`src/rtl/frame_line_fetch_arbiter.sv`:
```
// frame_line_fetch_arbiter
//   Shares the single-port thermal frame RAM between the sensor writer and
//   the VGA line prefetch. A rising edge on LINE_REQ_i copies one source line
//   (LINE_LEN pixels) from the frame RAM into the display line buffer. Sensor
//   writes are slotted into the idle gaps between fetches. Each source row is
//   shown 2^SCALE_SHIFT times, so a request for the row already in the line
//   buffer completes immediately without touching the RAM.
// Ports
//   CLK, RESET                 clock, async active-high reset
//   ENABLE_i                   accept new requests / writes
//   LINE_REQ_i, COUNTER_ROW_i  row read enable (edge = request), VGA row index
//   SENS_WR_*                  sensor write valid/ready handshake, addr, data
//   RAM_*                      frame RAM port (read data one cycle after EN&!WE)
//   LB_*                       line buffer write port
//   LINE_BUSY_o, LINE_DONE_o   fetch in progress, line buffer ready pulse
//   OVERRUN_o                  sticky: request arrived while busy
module frame_line_fetch_arbiter #(
  parameter int ADDR_W      = 13,
  parameter int DATA_W      = 8,
  parameter int LINE_LEN    = 80,
  parameter int LB_ADDR_W   = 7,
  parameter int SCALE_SHIFT = 3
) (
  input  logic                 CLK,
  input  logic                 RESET,
  input  logic                 ENABLE_i,
  input  logic                 LINE_REQ_i,
  input  logic [9:0]           COUNTER_ROW_i,
  input  logic                 SENS_WR_VALID_i,
  input  logic [ADDR_W-1:0]    SENS_WR_ADDR_i,
  input  logic [DATA_W-1:0]    SENS_WR_DATA_i,
  output logic                 SENS_WR_READY_o,
  output logic                 RAM_EN_o,
  output logic                 RAM_WE_o,
  output logic [ADDR_W-1:0]    RAM_ADDR_o,
  output logic [DATA_W-1:0]    RAM_WDATA_o,
  input  logic [DATA_W-1:0]    RAM_RDATA_i,
  output logic                 LB_WE_o,
  output logic [LB_ADDR_W-1:0] LB_ADDR_o,
  output logic [DATA_W-1:0]    LB_DATA_o,
  output logic                 LINE_BUSY_o,
  output logic                 LINE_DONE_o,
  output logic                 OVERRUN_o
);

  localparam int SRC_W = 10 - SCALE_SHIFT;
  localparam logic [LB_ADDR_W-1:0] LAST_IDX = LB_ADDR_W'(LINE_LEN - 1);

  typedef enum logic [1:0] {S_IDLE, S_FETCH, S_DRAIN} state_e;

  state_e                 state_q, state_d;
  logic [LB_ADDR_W-1:0]   cnt_q, cnt_d;
  logic [ADDR_W-1:0]      base_q;
  logic [SRC_W-1:0]       row_q, cache_row_q;
  logic                   cache_vld_q;
  logic                   req_d_q;
  logic                   done_q;
  logic                   overrun_q;
  logic                   lb_we_q;
  logic [LB_ADDR_W-1:0]   lb_addr_q;
  logic                   wr_vld_q;
  logic [ADDR_W-1:0]      wr_addr_q;
  logic [DATA_W-1:0]      wr_data_q;

  logic                   req_edge, is_idle, start, hit, wr_accept;
  logic [SRC_W-1:0]       src_row;
  logic [ADDR_W-1:0]      base_d;

  // Edges are tracked regardless of ENABLE so that a level held across an
  // ENABLE toggle does not look like a fresh request later.
  assign req_edge  = LINE_REQ_i & ~req_d_q;
  assign src_row   = SRC_W'(COUNTER_ROW_i >> SCALE_SHIFT);
  assign base_d    = ADDR_W'(ADDR_W'(src_row) * ADDR_W'(LINE_LEN));
  assign is_idle   = (state_q == S_IDLE);
  assign hit       = cache_vld_q & (src_row == cache_row_q);
  assign start     = is_idle & ENABLE_i & req_edge;
  // Line requests win the collision; the writer simply sees READY low.
  // Reset forces every output low, including this combinational one.
  assign SENS_WR_READY_o = ENABLE_i & is_idle & ~req_edge & ~RESET;
  assign wr_accept       = SENS_WR_VALID_i & SENS_WR_READY_o;

  always_comb begin
    state_d = state_q;
    cnt_d   = cnt_q;
    case (state_q)
      S_IDLE: if (start && !hit) begin
        state_d = S_FETCH;
        cnt_d   = '0;
      end
      S_FETCH: begin
        cnt_d = cnt_q + 1'b1;
        if (cnt_q == LAST_IDX) state_d = S_DRAIN;
      end
      S_DRAIN: state_d = S_IDLE;
      default: state_d = S_IDLE;
    endcase
  end

  always_ff @(posedge CLK or posedge RESET) begin
    if (RESET) begin
      state_q     <= S_IDLE;
      cnt_q       <= '0;
      base_q      <= '0;
      row_q       <= '0;
      cache_row_q <= '0;
      cache_vld_q <= 1'b0;
      req_d_q     <= 1'b0;
      done_q      <= 1'b0;
      overrun_q   <= 1'b0;
      lb_we_q     <= 1'b0;
      lb_addr_q   <= '0;
      wr_vld_q    <= 1'b0;
      wr_addr_q   <= '0;
      wr_data_q   <= '0;
    end else begin
      state_q   <= state_d;
      cnt_q     <= cnt_d;
      req_d_q   <= LINE_REQ_i;
      if (start && !hit) begin
        base_q <= base_d;
        row_q  <= src_row;
      end
      // DRAIN carries the last line buffer write; done and cache update
      // become visible together on the following cycle.
      done_q <= (start & hit) | (state_q == S_DRAIN);
      if (state_q == S_DRAIN) begin
        cache_vld_q <= 1'b1;
        cache_row_q <= row_q;
      end
      if (!is_idle && ENABLE_i && req_edge) overrun_q <= 1'b1;
      // RAM read data lands one cycle after the address, so the line buffer
      // write trails the read by one cycle.
      lb_we_q   <= (state_q == S_FETCH);
      lb_addr_q <= cnt_q;
      wr_vld_q  <= wr_accept;
      if (wr_accept) begin
        wr_addr_q <= SENS_WR_ADDR_i;
        wr_data_q <= SENS_WR_DATA_i;
      end
    end
  end

  // An accepted write is only ever pending while IDLE, so it never overlaps
  // a fetch read.
  always_comb begin
    RAM_EN_o    = 1'b0;
    RAM_WE_o    = 1'b0;
    RAM_ADDR_o  = '0;
    RAM_WDATA_o = '0;
    if (state_q == S_FETCH) begin
      RAM_EN_o   = 1'b1;
      RAM_ADDR_o = base_q + ADDR_W'(cnt_q);
    end else if (wr_vld_q) begin
      RAM_EN_o    = 1'b1;
      RAM_WE_o    = 1'b1;
      RAM_ADDR_o  = wr_addr_q;
      RAM_WDATA_o = wr_data_q;
    end
  end

  assign LB_WE_o     = lb_we_q;
  assign LB_ADDR_o   = lb_addr_q;
  assign LB_DATA_o   = lb_we_q ? RAM_RDATA_i : '0;
  assign LINE_BUSY_o = ~is_idle;
  assign LINE_DONE_o = done_q;
  assign OVERRUN_o   = overrun_q;

endmodule
```
`config.mk`:
```
export PLATFORM = sky130hd
export DESIGN_NAME = frame_line_fetch_arbiter
export DESIGN_NICKNAME = d
export VERILOG_FILES = /design/src/rtl/frame_line_fetch_arbiter.sv
export SDC_FILE = /design/constraint.sdc
export NUM_CORES = 1
export LEC_CHECK = 0
export ABC_CLOCK_PERIOD_IN_PS = 4100
export CAP_MARGIN = 20
export CORE_MARGIN = 8
export CORE_UTILIZATION = 50
export DETAILED_ROUTE_END_ITERATION = 8
export PLACE_DENSITY = 0.82
export SYNTH_ARGS = -nofsm -noshare
export SYNTH_HDL_FRONTEND = slang
export SYNTH_SLANG_ARGS = --single-unit
```
`constraint.sdc`:
```
create_clock -name CLK -period 4.1 [get_ports CLK]
set_input_delay 0.82 -clock CLK [delete_from_list [all_inputs] [get_ports CLK]]
set_output_delay 0.82 -clock CLK [all_outputs]
set_load 0.01 [all_outputs]
```
==> results of run 1 <==
==> area by class of cell <==
type / count / area share (%)
Clock inverter: 3 / 1.49
Tap cell: 77 / 2.20
Timing Repair Buffer: 85 / 19.3
Sequential cell: 64 / 36.6
Clock buffer: 13 / 3.41
Multi-Input combinational cell: 194 / 36.1
Inverter: 9 / 0.773
==> how the worst min path moves through the flow <==
stage                         endpoint  slack (ns)
final                        OVERRUN_o        0.48
after global routing         OVERRUN_o        0.50
after CTS                    OVERRUN_o        0.49
after detailed placement     OVERRUN_o        0.47
after global placement     cache_vld_q        0.45
after floorplan           LB_ADDR_o[6]        0.43
==> through the flow <==
stage / setup WS [ns] / std cells / hold slack, ns
2_1_floorplan: 1.54 / 279 / 0.429
4_1_cts: 0.531 / 445 / 0.485
3_5_place_dp: 0.918 / 429 / 0.470
5_1_grt: 0.378 / 445 / 0.503
6_report: 0.530 / 445 / 0.480
3_3_place_gp: 0.933 / 429 / 0.446
==> report_power, final <==
group	internal, W	leakage (nW)	switching (W)
logic	0.0000655	1.08	0.0000485
registers	0.000635	0.840	0.00000168
clock network	0.000359	0.108	0.000223
total	0.00106	2.03	0.000273
==> Yosys cell counts, drive strengths merged <==
cell and number:
a31oi 1, nor4b 2, o211ai 3, o21ai 13, or4b 1, a21o 4
o21bai 1, o311ai 1, fa 2, and2 10, xnor2 6, nor2 2
a31o 2, or3 2, nand2 22, or2 1, nor3b 2, inv 9
nand3 21, a211oi 1, o22ai 3, or4 2, dfrtp 64, clkbuf 6
ha 14, nand2b 4, and4 1, nor2b 3, a21oi 4, mux2 42
o2111ai 2, xor2 11, nor4 1, buf 6, and3 10
==> state kept, by name, summed over array words and instances (netlist names) <==
name         count
wr_addr_q       13
wr_data_q        8
LB_ADDR_o        7
base_q           7
cache_row_q      7
cnt_q            7
row_q            7
state_q          2
LB_WE_o          1
LINE_DONE_o      1
OVERRUN_o        1
cache_vld_q      1
req_d_q          1
wr_vld_q         1
==> layer usage <==
metal	vias up	GRT usage (%)	wire, um
met2	85	25.9	3570
li1	1152	-	-
met3	13	3.84	433
met4	0	7.34	155
met1	1197	18.9	3160
met5	-	0	0
==> kinds of logic (layout without fill, tap and decap cells) <==
group	after synthesis	after routing	share of synthesized area, %
simple gates	84	84	14.9
flops	64	64	48.8
mux	42	42	14.9
compound gates	35	35	7.31
buf+inv	21	110	3.12
xor+xnor	17	17	4.53
fa+ha+maj	16	16	6.55
==> reports/results.txt, run 1 <==
Leak: 2.03 nW
Final Total Pwr: 0.00133 W
Slew @ Worst Pin: 0.926 ns
Launching element of the worst setup path: cnt_q[4]
Post-CTS sizing: 0
Slew headroom: 38.2%
Type of the tightest min-delay check: reg2reg
Critical R2R Launch: req_d_q
Buffer type at the clock tree root: sky130_fd_sc_hd__clkbuf_8
Final core occ: 68.8%
Critical path endpoint category: primary output
Post-Syn Nets: 339
Worst ir drop on vdd: 0.304 mV
GR Util All Layers: 15.8%
Avg Inst Size Synth: 11.8 um^2
Total power density per cell area: 305 nW/um^2
Via count of the routed design: 2447
Post-Syn Instances: 279
Cell repeated most along the worst path: sky130_fd_sc_hd__o21ai_0
IO Port Bufs: 83
Largest fanout on the critical path: 8
Post-CTS Setup Repair Bufs: 0
Number of cells on the critical path: 8
Max incr delay on CP: 0.58 ns
Post-synthesis register bit count: 64
Count of buffer and inverter cells on the critical path: 2
Fraction of synthesized cell area taken by the top area cell type: 48.8%
Setup total negative slack: 0 ns
Commonest cells after routing, fill and taps aside: sky130_fd_sc_hd__clkdlybuf4s50_1 (83), sky130_fd_sc_hd__dfrtp_1 (64), sky130_fd_sc_hd__mux2_2 (38)
Number of CTS-inserted buffers: 9
Clock transition at path regs: 0.06 ns
Final worst path period share: 87.1%
Final routed wirelength across all metal layers: 7.32 mm
Instance area after placement: 4160 um^2
Data required time of the worst path: 3.28 ns
Initial Util: 51.7%
Reg area: 1600 um^2
Total congestion overflow: 0
Sequential element share of the synthesized area: 48.8%
Number of detailed-route iterations in the first pass: 4
Antenna violations before repair: 0
Clock period minus worst slack: 3.57 ns
Number of diodes: 0
Highest achievable clock rate: 280 MHz
Family with the most delay on the worst path: buffers and inverters
Die extent in x: 97.1 um
Global-route wire length before repair: 12.4 mm
R2r endpoint: base_q[8]
Per-cell routed wire length: 16.4 um
Fill cell total of the finished layout: 449
Most common cell after layout, fill and taps aside: sky130_fd_sc_hd__clkdlybuf4s50_1
Total non-filler cell area in the finished layout: 4370 um^2
Number of vias per cell: 5.50
Number of global-route vias before repair: 2611
Instance count along the most critical hold path: 1
DPL Wire Length: 5.35 mm
Final Hold Viols: 0
Setup violations, final: 0
Worst-case clock skew: 0.0100 ns
Area delta synth->final: 33.1%
TritonCTS clock tree: done
CTS hold repair buffers: 0
Area of the multi-input gates: 1580 um^2
Post-route antenna net violation count: 0
Maximum number of pins on one net before global-route repair: 48
Number of DRC markers in iteration 0: 99
Data arrival time at the worst-slack endpoint: 2.75 ns
Weighted congestion at the end of routability-driven global placement: 0.829
CP startpoint kind: register
Die Footprint: 9420 um^2
CP cell instances: ha_1, inv_1, fa_1, nor2b_1, o21ai_0, xor2_1, o21ai_0, clkdlybuf4s50_1
Die Span Y: 97.1 um
Setup slack on the worst flop-to-flop path: 2.12 ns
Unrepaired setup endpoints after global routing: false
Min-delay src: OVERRUN_o
Row cnt: 29
Remaining design rule violation count: 0
Core area: 6350 um^2
I/O Pins: 87
CTS H-tree depth: 3
Clock network latency to the later pin of the worst-skew pair: 0.33 ns
Critical path type: reg2out
Number of buffers between clock root and the deepest sink: 2
Count of cell types in the netlist: 41
Cell area after synthesis: 3280 um^2
Run status: complete, no violations
Cell count of the worst reg-to-reg path: 4
Share of cells above drive strength 1: 18.2%
Clk sinks: 64
Top cells by area in the synthesized netlist: sky130_fd_sc_hd__dfrtp_1 (49%), sky130_fd_sc_hd__mux2_2 (13%), sky130_fd_sc_hd__ha_1 (5.3%)
Final-report max-slew violation count: 0
Yosys warnings: 0
Leading area contributor after synthesis: sky130_fd_sc_hd__dfrtp_1
Critical path endpoint: RAM_ADDR_o[10]
Number of maximum-capacitance constraint violations: 0
Final #Nets: 423
Slowest cell on the critical path: sky130_fd_sc_hd__clkdlybuf4s50_1
(Power assumes the default switching activity.)
==> inputs of run 2 (changes only) <==
Settings changed: CORE_UTILIZATION 50 to 35, PLACE_DENSITY 0.82 to 0.61.
==> run 2 against run 1 <==
Effect of this change: worst setup slack lost 0.0041 ns; via count shrank 1.9%; fmax shrank 0.11%; largest power group unchanged.
==> reports/results.txt, run 2 (same netlist as run 1, synthesis figures left out) <==
Global-route wire length before repair: 12.5 mm (+1.2%)
Number of detailed-route iterations in the first pass: 4 (unchanged)
Number of vias per cell: 4.99 (-9.2%)
Slew headroom: 49.9% (+12 points)
Clock transition at path regs: 0.07 ns (about the same)
Setup violations, final: 0 (unchanged)
Buffer type at the clock tree root: sky130_fd_sc_hd__clkbuf_8
Worst hold slack: 0.467 ns (-0.0124 ns)
CTS H-tree depth: 3 (unchanged)
Data required time of the worst path: 3.28 ns (about the same)
Setup slack after placement: 0.876 ns (-0.0425 ns)
Worst path setup slack after routing: 0.526 ns (-0.00405 ns)
R2r endpoint: base_q[6]
Unrepaired setup endpoints after global routing: false
Post-CTS sizing: 0 (unchanged)
Max incr delay on CP: 0.58 ns (about the same)
Most common cell after layout, fill and taps aside: sky130_fd_sc_hd__clkdlybuf4s50_1
End of the worst hold path: cache_vld_q
Area delta synth->final: 35.4%
Clock network latency to the later pin of the worst-skew pair: 0.34 ns (about the same)
Type of the tightest min-delay check: reg2reg
Run status: complete, no violations
Share of cells above drive strength 1: 19.5% (+1.3 points)
CP cell instances: ha_1, inv_1, fa_1, nor2b_1, o2111ai_1, xor2_1, o21ai_0, clkdlybuf4s50_1
Via count of the routed design: 2401 (-1.9%)
Fill cell total of the finished layout: 849 (+89%)
Number of DRC markers in iteration 0: 80 (-19%)
DPL Wire Length: 5.53 mm (+3.5%)
Number of maximum-capacitance constraint violations: 0 (unchanged)
Row cnt: 35 (+21%)
GR Util All Layers: 12.4% (-3.4 points)
Commonest cells after routing, fill and taps aside: sky130_fd_sc_hd__clkdlybuf4s50_1 (83), sky130_fd_sc_hd__dfrtp_1 (64), sky130_fd_sc_hd__mux2_2 (38)
Critical path type: reg2out
Critical R2R Launch: req_d_q
Instance count along the most critical hold path: 1 (unchanged)
Remaining design rule violation count: 0 (unchanged)
Number of global-route vias before repair: 2554 (-2.2%)
Worst ir drop on vdd: 0.169 mV (-45%)
Slew @ Worst Pin: 0.750 ns (-0.176 ns)
Final #Nets: 425 (+0.47%)
Die extent in x: 113 um (+16%)
Data arrival time at the worst-slack endpoint: 2.75 ns (about the same)
Final worst path period share: 87.2% (+0.099 points)
IO Port Bufs: 83 (unchanged)
CP startpoint kind: register
Number of diodes: 0 (unchanged)
Antenna violations before repair: 0 (unchanged)
Initial Util: 35.9% (-16 points)
Total congestion overflow: 0 (unchanged)
Number of instances in the placed design: 465 (+8.4%)
Cell count of the worst reg-to-reg path: 4 (unchanged)
Post-CTS Setup Repair Bufs: 0 (unchanged)
Setup total negative slack: 0 ns (unchanged)
Post-route antenna net violation count: 0 (unchanged)
Die Span Y: 113 um (+16%)
CTS hold repair buffers: 0 (unchanged)
Highest achievable clock rate: 280 MHz (-0.11%)
Min-delay src: cache_vld_q
Largest fanout on the critical path: 8 (unchanged)
Leak: 2.05 nW (+1.1%)
Clock period minus worst slack: 3.57 ns (+0.00405 ns)
Final routed wirelength across all metal layers: 7.69 mm (+5.0%)
Critical path endpoint category: primary output
Final core occ: 48.6% (-20 points)
TritonCTS clock tree: done
Final-report max-slew violation count: 0 (unchanged)
Die Footprint: 12700 um^2 (+35%)
Flip-flop count of the largest register after layout: 13 (unchanged)
Final cell count without fillers: 481 (+8.1%)
Slowest cell on the critical path: sky130_fd_sc_hd__clkdlybuf4s50_1
Total power density per cell area: 308 nW/um^2 (+1.0%)
Clk sinks: 64 (unchanged)
Biggest registers after layout: wr_addr_q x13, wr_data_q x8
Number of buffers between clock root and the deepest sink: 2 (unchanged)
Worst-case clock skew: 0.00915 ns (-0.000878 ns)
I/O Pins: 87 (unchanged)
Top reg by flops: wr_addr_q
Final Hold Viols: 0 (unchanged)
Setup slack on the worst flop-to-flop path: 2.08 ns (-0.04 ns)
Maximum number of pins on one net before global-route repair: 33 (-31%)
Number of CTS-inserted buffers: 9 (unchanged)
Core area: 9150 um^2 (+44%)
Per-cell routed wire length: 16.0 um (-2.8%)
Weighted congestion at the end of routability-driven global placement: 0.762 (-8.1%)
run 2: per-layer routing:
metal  GRT usage, %  part of all wire (%)  vias up
li1               -                     -     1157
met1           14.3                    45     1163
met2           19.9                    46       74
met5              0                     0        -
met3           5.86                   7.5        7
met4           4.09                   1.2        0
run 2: per-stage QoR:
| step | area (um^2) | total power, W |
|---|---|---|
| 3_3_place_gp | 4220 | 0.000765 |
| 4_1_cts | 4450 | 0.00139 |
| 2_1_floorplan | 3280 | 0.000700 |
| 6_report | 4450 | 0.00137 |
| 3_5_place_dp | 4220 | 0.000766 |
| 5_1_grt | 4450 | 0.00143 |
run 2: where the power goes:
part	switching (W)	internal, W	total, W
clock	0.000243	0.000374	0.000618
sequential	0.00000164	0.000635	0.000637
combinational	0.0000488	0.0000661	0.000115
total	0.000294	0.00108	0.00137
run 2: worst max path at each step:
stage,from,to,depth (start not counted)
2_1_floorplan,cnt_q[4],RAM_ADDR_o[12],7
3_3_place_gp,cnt_q[4],RAM_ADDR_o[12],8
3_5_place_dp,COUNTER_ROW_i[9],base_q[12],7
4_1_cts,cnt_q[4],RAM_ADDR_o[8],8
5_1_grt,cnt_q[4],RAM_ADDR_o[12],8
6_report,cnt_q[4],RAM_ADDR_o[12],8
run 2: cell type report:
type / count / area, um^2 / area share (%)
Multi-Input combinational cell: 194 / 1580 / 35.5
Timing Repair Buffer: 87 / 861 / 19.4
Tap cell: 111 / 139 / 3.12
Clock inverter: 5 / 78.8 / 1.77
Clock buffer: 11 / 151 / 3.41
Sequential cell: 64 / 1600 / 36.0
Inverter: 9 / 33.8 / 0.760
run 2: worst max-delay path: cells and delay by family, from the launching register on:
family	cells	cell delay, ns
flops	1	0.47
xor+xnor	1	0.17
compound gates	2	0.31
buf+inv	2	0.64
fa+ha+maj	2	0.62
simple gates	1	0.21
==> inputs of run 3 (changes only) <==
Settings changed: CORE_MARGIN 8 to default, CTS_CLUSTER_DIAMETER from default to 40, CTS_CLUSTER_SIZE from default to 8.
==> run 3 against run 2 <==
Effect of this change: critical endpoint unchanged; highest routed layer unchanged; via count shrank 0.17%; hold slack lost 0.0085 ns; final cell count shrank 1.0%; critical path depth is the same; non-clock buffer count is the same; register-to-register slack gained 0.02 ns; fmax shrank 0.22%; wire length shrank 7.9%; cell area shrank 1.7%; die area shrank 23%; largest power group unchanged; clock skew shrank 0.0041 ns; power shrank 12%.
==> reports/results.txt, run 3 (same netlist as run 1, synthesis figures left out) <==
Run status: complete, no violations
Clock network latency to the later pin of the worst-skew pair: 0.33 ns (about the same)
Post-CTS Setup Repair Bufs: 0 (unchanged)
DPL Wire Length: 5.19 mm (-6.2%)
Biggest registers after layout: wr_addr_q x13, wr_data_q x8
CP cell instances: ha_1, inv_1, fa_1, nor2b_1, o2111ai_1, xor2_1, o21ai_0, clkdlybuf4s50_1
Clk sinks: 64 (unchanged)
Commonest cells after routing, fill and taps aside: sky130_fd_sc_hd__clkdlybuf4s50_1 (83), sky130_fd_sc_hd__dfrtp_1 (64), sky130_fd_sc_hd__mux2_2 (38)
Worst ir drop on vdd: 0.160 mV (-4.8%)
Slew headroom: 48.9% (-1.0 points)
TritonCTS clock tree: done
Final-report max-slew violation count: 0 (unchanged)
Clock period minus worst slack: 3.58 ns (+0.00773 ns)
Weighted congestion at the end of routability-driven global placement: 0.753 (-1.2%)
CTS hold repair buffers: 0 (unchanged)
Number of buffers between clock root and the deepest sink: 2 (unchanged)
Global-route wire length before repair: 12.0 mm (-3.9%)
Critical path endpoint category: primary output
Instance count along the most critical hold path: 1 (unchanged)
Number of maximum-capacitance constraint violations: 0 (unchanged)
Final Hold Viols: 0 (unchanged)
Die Span Y: 98.9 um (-12%)
Max incr delay on CP: 0.57 ns (about the same)
Launching element of the worst setup path: cnt_q[4]
Per-cell routed wire length: 14.9 um (-6.9%)
Family with the most delay on the worst path: buffers and inverters
Number of detailed-route iterations in the first pass: 5 (+1)
Final worst path period share: 87.3% (+0.19 points)
Slowest cell on the critical path: sky130_fd_sc_hd__clkdlybuf4s50_1
CP startpoint kind: register
GR Util All Layers: 15.8% (+3.4 points)
Most common cell after layout, fill and taps aside: sky130_fd_sc_hd__clkdlybuf4s50_1
Largest fanout on the critical path: 8 (unchanged)
Leak: 2.02 nW (-1.8%)
Final core occ: 49.2% (+0.60 points)
Type of the tightest min-delay check: reg2reg
Post-CTS sizing: 0 (unchanged)
End of the worst hold path: cache_vld_q
Data required time of the worst path: 3.28 ns (about the same)
Buffer type at the clock tree root: sky130_fd_sc_hd__clkbuf_8
Critical R2R Launch: req_d_q
Maximum number of pins on one net before global-route repair: 28 (-15%)
Top reg by flops: wr_addr_q
Die Footprint: 9780 um^2 (-23%)
Share of cells above drive strength 1: 19.0% (-0.44 points)
Remaining design rule violation count: 0 (unchanged)
Cell count of the worst reg-to-reg path: 4 (unchanged)
Count of buffer and inverter cells on the critical path: 2 (unchanged)
Initial Util: 36.9% (+1.1 points)
Unrepaired setup endpoints after global routing: false
Number of global-route vias before repair: 2520 (-1.3%)
Number of DRC markers in iteration 0: 89 (+11%)
Flip-flop count of the largest register after layout: 13 (unchanged)
Post-route antenna net violation count: 0 (unchanged)
Total power density per cell area: 276 nW/um^2 (-10%)
Total congestion overflow: 0 (unchanged)
Row cnt: 34 (-2.9%)
Via count of the routed design: 2397 (-0.17%)
CTS H-tree depth: 3 (unchanged)
Final routed wirelength across all metal layers: 7.08 mm (-7.9%)
IO Port Bufs: 83 (unchanged)
Critical path type: reg2out
Highest achievable clock rate: 279 MHz (-0.22%)
Number of diodes: 0 (unchanged)
Number of vias per cell: 5.04 (+0.88%)
Area delta synth->final: 33.1%
Data arrival time at the worst-slack endpoint: 2.76 ns (about the same)
Min-delay src: cache_vld_q
Final Total Pwr: 0.00121 W (-12%)
Setup total negative slack: 0 ns (unchanged)
R2r endpoint: base_q[12]
Final #Nets: 425 (unchanged)
Antenna violations before repair: 0 (unchanged)
I/O Pins: 87 (unchanged)
Core area: 8890 um^2 (-2.9%)
Number of CTS-inserted buffers: 9 (unchanged)
Setup violations, final: 0 (unchanged)
Die extent in x: 98.9 um (-12%)
Clock transition at path regs: 0.07 ns (about the same)
Slew @ Worst Pin: 0.765 ns (+0.0153 ns)
Setup slack on the worst flop-to-flop path: 2.10 ns (+0.02 ns)
Worst-case clock skew: 0.00502 ns (-0.00413 ns)
[run 3: how the worst max path moves through the flow]
stage,to,slack (ns),depth (start not counted)
final,RAM_ADDR_o[12],0.52,8
after global routing,RAM_ADDR_o[10],0.36,8
after CTS,RAM_ADDR_o[12],0.52,8
after detailed placement,RAM_ADDR_o[12],0.92,8
after global placement,RAM_ADDR_o[12],0.90,8
after floorplan,RAM_ADDR_o[12],1.54,7
[run 3: metal layers]
metal / wire (um) / track usage [%]
met2: 3500 / 26.7
met5: 0 / 0
met4: 89 / 5.86
met1: 3150 / 19.5
met3: 346 / 4.04
[run 3: power breakdown]
| part | leakage (nW) | internal (W) | total, W | switching [W] |
|---|---|---|---|---|
| clock network | 0.0838 | 0.000226 | 0.000456 | 0.000231 |
| logic | 1.09 | 0.0000666 | 0.000115 | 0.0000482 |
| registers | 0.840 | 0.000635 | 0.000637 | 0.00000162 |
[run 3: area by class of cell]
type | count | area, um^2
fillers | 822 | 4520
flip-flops and latches | 64 | 1600
multi-input cells | 194 | 1580
repair buffers | 87 | 861
clock buffers | 10 | 138
well taps | 108 | 135
inverters | 9 | 33.8
clock inverters | 4 | 22.5
[run 3: metrics by stage]
| step | instances | area [um^2] | setup slack [ns] | hold slack, ns |
|---|---|---|---|---|
| finish | 476 | 4370 | 0.519 | 0.459 |
| global route | 476 | 4370 | 0.358 | 0.492 |
| global placement | 462 | 4210 | 0.903 | 0.445 |
| detailed placement | 462 | 4210 | 0.917 | 0.446 |
| CTS | 476 | 4370 | 0.520 | 0.462 |
| floorplan | 279 | 3280 | 1.54 | 0.429 |
